<file path="src/rtl/imm_enc_pkg.sv">
// Shared opcode constants, instruction-format enum and opcode classifier for the
// RV32I immediate encoder.
package imm_enc_pkg;

  localparam logic [6:0] OP_R     = 7'b0110011;
  localparam logic [6:0] OP_I     = 7'b0010011;
  localparam logic [6:0] OP_LOAD  = 7'b0000011;
  localparam logic [6:0] OP_S     = 7'b0100011;
  localparam logic [6:0] OP_B     = 7'b1100011;
  localparam logic [6:0] OP_LUI   = 7'b0110111;
  localparam logic [6:0] OP_AUIPC = 7'b0010111;
  localparam logic [6:0] OP_JAL   = 7'b1101111;

  typedef enum logic [2:0] {
    FMT_R,
    FMT_I,
    FMT_S,
    FMT_B,
    FMT_U,
    FMT_J,
    FMT_BAD
  } fmt_e;

  function automatic fmt_e opcode_to_fmt(input logic [6:0] op);
    fmt_e f;
    case (op)
      OP_R:             f = FMT_R;
      OP_I, OP_LOAD:    f = FMT_I;
      OP_S:             f = FMT_S;
      OP_B:             f = FMT_B;
      OP_LUI, OP_AUIPC: f = FMT_U;
      OP_JAL:           f = FMT_J;
      default:          f = FMT_BAD;
    endcase
    return f;
  endfunction

endpackage

</file>
<file path="src/rtl/imm_field_packer.sv">
// Combinational packer: scatters the immediate and register fields into an RV32I word.
// Range checking of the immediate is compiled in only when IMM_RANGE_CHECK_EN is defined.
module imm_field_packer
  import imm_enc_pkg::*;
(
  input  fmt_e        i_fmt,
  input  logic [6:0]  i_opcode,
  input  logic [4:0]  i_rd,
  input  logic [4:0]  i_rs1,
  input  logic [4:0]  i_rs2,
  input  logic [2:0]  i_funct3,
  input  logic [6:0]  i_funct7,
  input  logic [31:0] i_imm,
  output logic [31:0] o_instr,
  output logic        o_range_err
);

  always_comb begin
    o_instr = {25'b0, i_opcode};
    case (i_fmt)
      FMT_R: o_instr = {i_funct7, i_rs2, i_rs1, i_funct3, i_rd, i_opcode};
      FMT_I: o_instr = {i_imm[11:0], i_rs1, i_funct3, i_rd, i_opcode};
      FMT_S: o_instr = {i_imm[11:5], i_rs2, i_rs1, i_funct3, i_imm[4:0], i_opcode};
      FMT_B: o_instr = {i_imm[12], i_imm[10:5], i_rs2, i_rs1, i_funct3,
                        i_imm[4:1], i_imm[11], i_opcode};
      FMT_U: o_instr = {i_imm[31:12], i_rd, i_opcode};
      FMT_J: o_instr = {i_imm[20], i_imm[10:1], i_imm[11], i_imm[19:12], i_rd, i_opcode};
      default: o_instr = {25'b0, i_opcode};
    endcase
  end

`ifdef IMM_RANGE_CHECK_EN
  // A value fits a signed N-bit field when every bit above N-1 equals bit N-1.
  logic w_fit12, w_fit13, w_fit21;
  assign w_fit12 = (i_imm[31:11] == {21{i_imm[11]}});
  assign w_fit13 = (i_imm[31:12] == {20{i_imm[12]}});
  assign w_fit21 = (i_imm[31:20] == {12{i_imm[20]}});

  always_comb begin
    o_range_err = 1'b0;
    case (i_fmt)
      FMT_I, FMT_S: o_range_err = !w_fit12;
      FMT_B:        o_range_err = !w_fit13 || i_imm[0];
      FMT_J:        o_range_err = !w_fit21 || i_imm[0];
      FMT_U:        o_range_err = (i_imm[11:0] != 12'd0);
      default:      o_range_err = 1'b0;
    endcase
  end
`else
  assign o_range_err = 1'b0;
`endif

endmodule

</file>
<file path="src/rtl/imm_instr_encoder.sv">
// RV32I instruction encoder: valid/ready input, one registered output stage, handoff counter.
// Optional immediate range checking via IMM_RANGE_CHECK_EN (see imm_field_packer).
module imm_instr_encoder
  import imm_enc_pkg::*;
#(
  parameter int unsigned CNT_W = 16
) (
  input  logic             clk,
  input  logic             rst_n,
  input  logic             in_valid,
  output logic             in_ready,
  input  logic [6:0]       in_opcode,
  input  logic [4:0]       in_rd,
  input  logic [4:0]       in_rs1,
  input  logic [4:0]       in_rs2,
  input  logic [2:0]       in_funct3,
  input  logic [6:0]       in_funct7,
  input  logic [31:0]      in_imm,
  output logic             out_valid,
  input  logic             out_ready,
  output logic [31:0]      out_instr,
  output logic             out_err,
  output logic [CNT_W-1:0] enc_count
);

  fmt_e             w_fmt;
  logic [31:0]      w_instr;
  logic             w_range_err;
  logic             w_err;
  logic             w_accept;
  logic             w_handoff;

  logic             r_out_valid;
  logic [31:0]      r_out_instr;
  logic             r_out_err;
  logic [CNT_W-1:0] r_cnt;

  assign w_fmt = opcode_to_fmt(in_opcode);

  imm_field_packer u_packer (
    .i_fmt       (w_fmt),
    .i_opcode    (in_opcode),
    .i_rd        (in_rd),
    .i_rs1       (in_rs1),
    .i_rs2       (in_rs2),
    .i_funct3    (in_funct3),
    .i_funct7    (in_funct7),
    .i_imm       (in_imm),
    .o_instr     (w_instr),
    .o_range_err (w_range_err)
  );

  // Unknown opcodes always flag, independent of the range-check build option.
  assign w_err     = (w_fmt == FMT_BAD) || w_range_err;
  assign in_ready  = !r_out_valid || out_ready;
  assign w_accept  = in_valid && in_ready;
  assign w_handoff = r_out_valid && out_ready;

  always_ff @(posedge clk or negedge rst_n) begin
    if (!rst_n) begin
      r_out_valid <= 1'b0;
      r_out_instr <= 32'd0;
      r_out_err   <= 1'b0;
      r_cnt       <= '0;
    end else begin
      if (w_accept) begin
        r_out_valid <= 1'b1;
        r_out_instr <= w_instr;
        r_out_err   <= w_err;
      end else if (w_handoff) begin
        r_out_valid <= 1'b0;
      end
      if (w_handoff) begin
        r_cnt <= r_cnt + CNT_W'(1);
      end
    end
  end

  assign out_valid = r_out_valid;
  assign out_instr = r_out_instr;
  assign out_err   = r_out_err;
  assign enc_count = r_cnt;

endmodule

</file>
<file path="config.mk">
export PLATFORM = sky130hd
export DESIGN_NAME = imm_instr_encoder
export DESIGN_NICKNAME = d
export VERILOG_FILES = /design/src/rtl/imm_enc_pkg.sv /design/src/rtl/imm_field_packer.sv /design/src/rtl/imm_instr_encoder.sv
export SDC_FILE = /design/constraint.sdc
export NUM_CORES = 1
export LEC_CHECK = 0
export BUFFER_PORTS_ARGS = -buffer_cell sky130_fd_sc_hd__buf_2
export CORE_MARGIN = 8
export CORE_UTILIZATION = 46
export CTS_BUF_LIST = sky130_fd_sc_hd__clkbuf_4
export DETAILED_ROUTE_END_ITERATION = 8
export GPL_TIMING_DRIVEN = 0
export PLACE_DENSITY = 0.78
export SYNTH_ARGS = -nofsm -noshare
export SYNTH_HDL_FRONTEND = slang
export SYNTH_HIERARCHICAL = 1
export SYNTH_SLANG_ARGS = --single-unit
</file>
<file path="constraint.sdc">
create_clock -name clk -period 2.6 [get_ports clk]
set_clock_uncertainty 0.2 [all_clocks]
set_input_delay 0.13 -clock clk [delete_from_list [all_inputs] [get_ports clk]]
set_output_delay 0.13 -clock clk [all_outputs]
set_load 0.05 [all_outputs]
</file>
==> flow_summary.yaml <==
grt:
  grt_first_pass_wirelength_um: 13800
  globalRouteTotalUtil: 0.200
  grt_start_max_net_pins: 51
  antenna_found_initial: 1
  grt_overflow: 0
  first_global_vias: 2900
setup_path:
  worstPathArrival_ns: 2.60
  setup.worst_path.start: "in_opcode[0]"
  start_kind: "input pin"
  r2r_slack_ns: 0.61
  r2r-start: "out_valid$_DFFE_PN0P_"
  required_ns: 2.67
  critical_path_class: "input pin to register"
  endpoint_kind: "register"
  cp_max_fo: 10
timing:
  finalCritPeriodShare: 0.974
  fmax_mhz: 395
  rsz0062_at_grt: "no"
  slew_headroom: 0.246
  tns_ns: 0
  tightest_slew_ns: 1.13
  finalCriticalPeriod_ns: 2.53
  setup_viol: 0
  hold_viol_final: 0
  finalMaxSlewViolations: 0
layout:
  finalInstanceArea_um2: 3950
  syn_to_final_growth_pct: 49.2
  drive_gt1_frac: 0.439
  instances_no_fill: 492
  final.fill_count: 454
  fin_util: 0.712
  layout_commonest_cell: "buf_2"
  final_nets: 487
  mostFrequentLayoutCells: "124 x buf_2, 54 x dlygate4sd3_1, 50 x dfrtp_1, 34 x mux2_2, 18 x nand2_1"
power_and_ir_drop:
  ir_drop_uv: 348
  leakage_uw: 0.00214
  p_per_area_nw_per_um2: 532
cts:
  cts_tree: "yes"
  clk_pin_slew_ns: 0.15
  insertion_delay_ns: 0.37
  clockBufferDepth: 2
  post-cts-setup-buffers: 0
  cts_buffers: 5
  htreeDepth: 2
  cts_root_buffer: "clkbuf_4"
  cts.sinks: 50
  cts_resized: 0
placed_design:
  dp.cells: 429
  gp_congestion: 0.766
  place_area_um2: 3330
  port_buffers: 118
  hpwl_um: 5660
hold_path:
  hold_class: "input pin to register"
  min_from: "in_imm[28]"
drt:
  wl_per_cell_um: 16.8
  num_vias: 2585
  ant_nets: 0
  drt_iter0_drc: 71
  post_drt_via_cell_ratio: 5.25
  first_pass_iters: 4
  wl_um: 8290
  drc: 0
synthesis:
  synthTopCellsByArea: "dfrtp_1 47%, mux2_2 14%, a22oi_1 4.5%"
  syn_area_um2: 2650
  yosys.area.top_type: "dfrtp_1"
  synth_edf_count: 0
  ys_seq_elements: 50
  synth_nets: 308
  seq_area_frac_synth: 0.473
  synth_top_area_frac: 0.473
  syn_inst: 239
  async_flop_share: 1.00
  yosysWarnings: 6
  ys.flop_type: "dfrtp_1"
  synthDistinctLibCells: 37
  synth.avg_cell_area_um2: 11.1
run:
  maxCapViolCount: 0
floorplanning:
  boundaryPins: 119
  core_area_um2: 5540
  die-area_um2: 8430
  floorplan.rows: 27
  start_util: 0.477
  die_x_um: 91.8
  die_h_um: 91.8
outcome:
  status: "finished clean"
[registers in the layout (all words and copies together), names as in the netlist]
signal / flops
enc_count: 16
out_instr: 32
out_valid: 1
out_err: 1
[cell type report]
class                      instances  area (um2)  area share
antenna                            1        2.50    0.000634
buffer                            19         128      0.0323
clock buffer                       5        37.5     0.00951
clock inverter                     3        40.0      0.0101
inverter                          11        41.3      0.0105
multi-input combinational        159        1220       0.310
sequential                        50        1250       0.317
tap                               72        90.1      0.0228
timing repair buffer             172        1130       0.287
[path summary, 6_finish.rpt]
path / to / cells past startpoint
worst max-delay path: out_instr[23]$_DFFE_PN0P_ / 11
worst min-delay path: out_instr[28]$_DFFE_PN0P_ / 4
worst max register to register: out_err$_DFFE_PN0P_ / 5
worst min register to register: enc_count[15]$_DFFE_PN0P_ / 1
max in group asynchronous: enc_count[2]$_DFFE_PN0P_ / 2
min in group asynchronous: out_instr[0]$_DFFE_PN0P_ / 2
[stage by stage]
step           hold slack, ns  power (uW)  worst slack (ns)
2_1_floorplan          -0.366        1400             0.548
3_3_place_gp            0.158        1590             0.474
3_5_place_dp            0.196        1610             0.450
4_1_cts              0.000273        2110             0.183
5_1_grt                0.0288        2200           0.00441
6_report               0.0146        2100            0.0676
[worst max-delay path, cell delays in order]
cell and delay [ns]:
dlygate4sd3_1 0.53, buf_2 0.12, nand2_1 0.08, a21oi_1 0.17, buf_6 0.17, nor2b_1 0.05, buf_2 0.18, a22oi_1 0.20
o2bb2ai_1 0.12, dlygate4sd3_1 0.57, mux2_2 0.27
[synthesized netlist by cell type, types with 2 or more instances]
cell type  number
o2bb2ai_1       4
o21ai_0        11
a22oi_1        16
inv_1          11
nor2b_1         3
mux2_2         34
and3_1          2
nor4_1          2
nand2b_1        2
a21oi_1         3
xnor2_1         8
buf_4          11
a22o_1          6
nand4_1         2
nand3_1         6
mux2i_1         4
xor2_1          7
o22ai_1         6
nand2_1        18
nor2_1         12
dfrtp_1        50
buf_2           6
[cells by family after synthesis]
| logic type | Yosys count | share of synthesized area |
|---|---|---|
| other | 1 | 0.00142 |
| adders and majority gates | 1 | 0.00473 |
| AOI/OAI and AO/OA | 50 | 0.135 |
| and+or+nand+nor | 53 | 0.107 |
| muxes | 39 | 0.166 |
| buffers and inverters | 30 | 0.0639 |
| xor gates and xnor gates | 15 | 0.0497 |
| DFF | 50 | 0.473 |
[repair_timing]
| action | CTS | global route |
|---|---|---|
| hold buffers | 54 | 0 |
| endpoints found under the setup margin | 0 | 0 |
| hold endpoints to repair | 84 | 0 |
[routing by layer]
metal / up-vias / global-route usage / wire [um] / share of wire
li1: 1206 / - / - / -
met1: 1252 / 0.214 / 3100 / 0.37
met2: 99 / 0.349 / 4400 / 0.53
met3: 28 / 0.0611 / 524 / 0.063
met4: 0 / 0.105 / 265 / 0.032
met5: - / 0 / 0 / 0
[report_power, final]
| group | internal (uW) | total (uW) | switching, uW | leakage, uW |
|---|---|---|---|---|
| Sequential | 855 | 942 | 87.5 | 0.000655 |
| Clock | 200 | 450 | 251 | 0.0000450 |
| Combinational | 245 | 706 | 461 | 0.00144 |
Power figures use the tool's default switching activity.
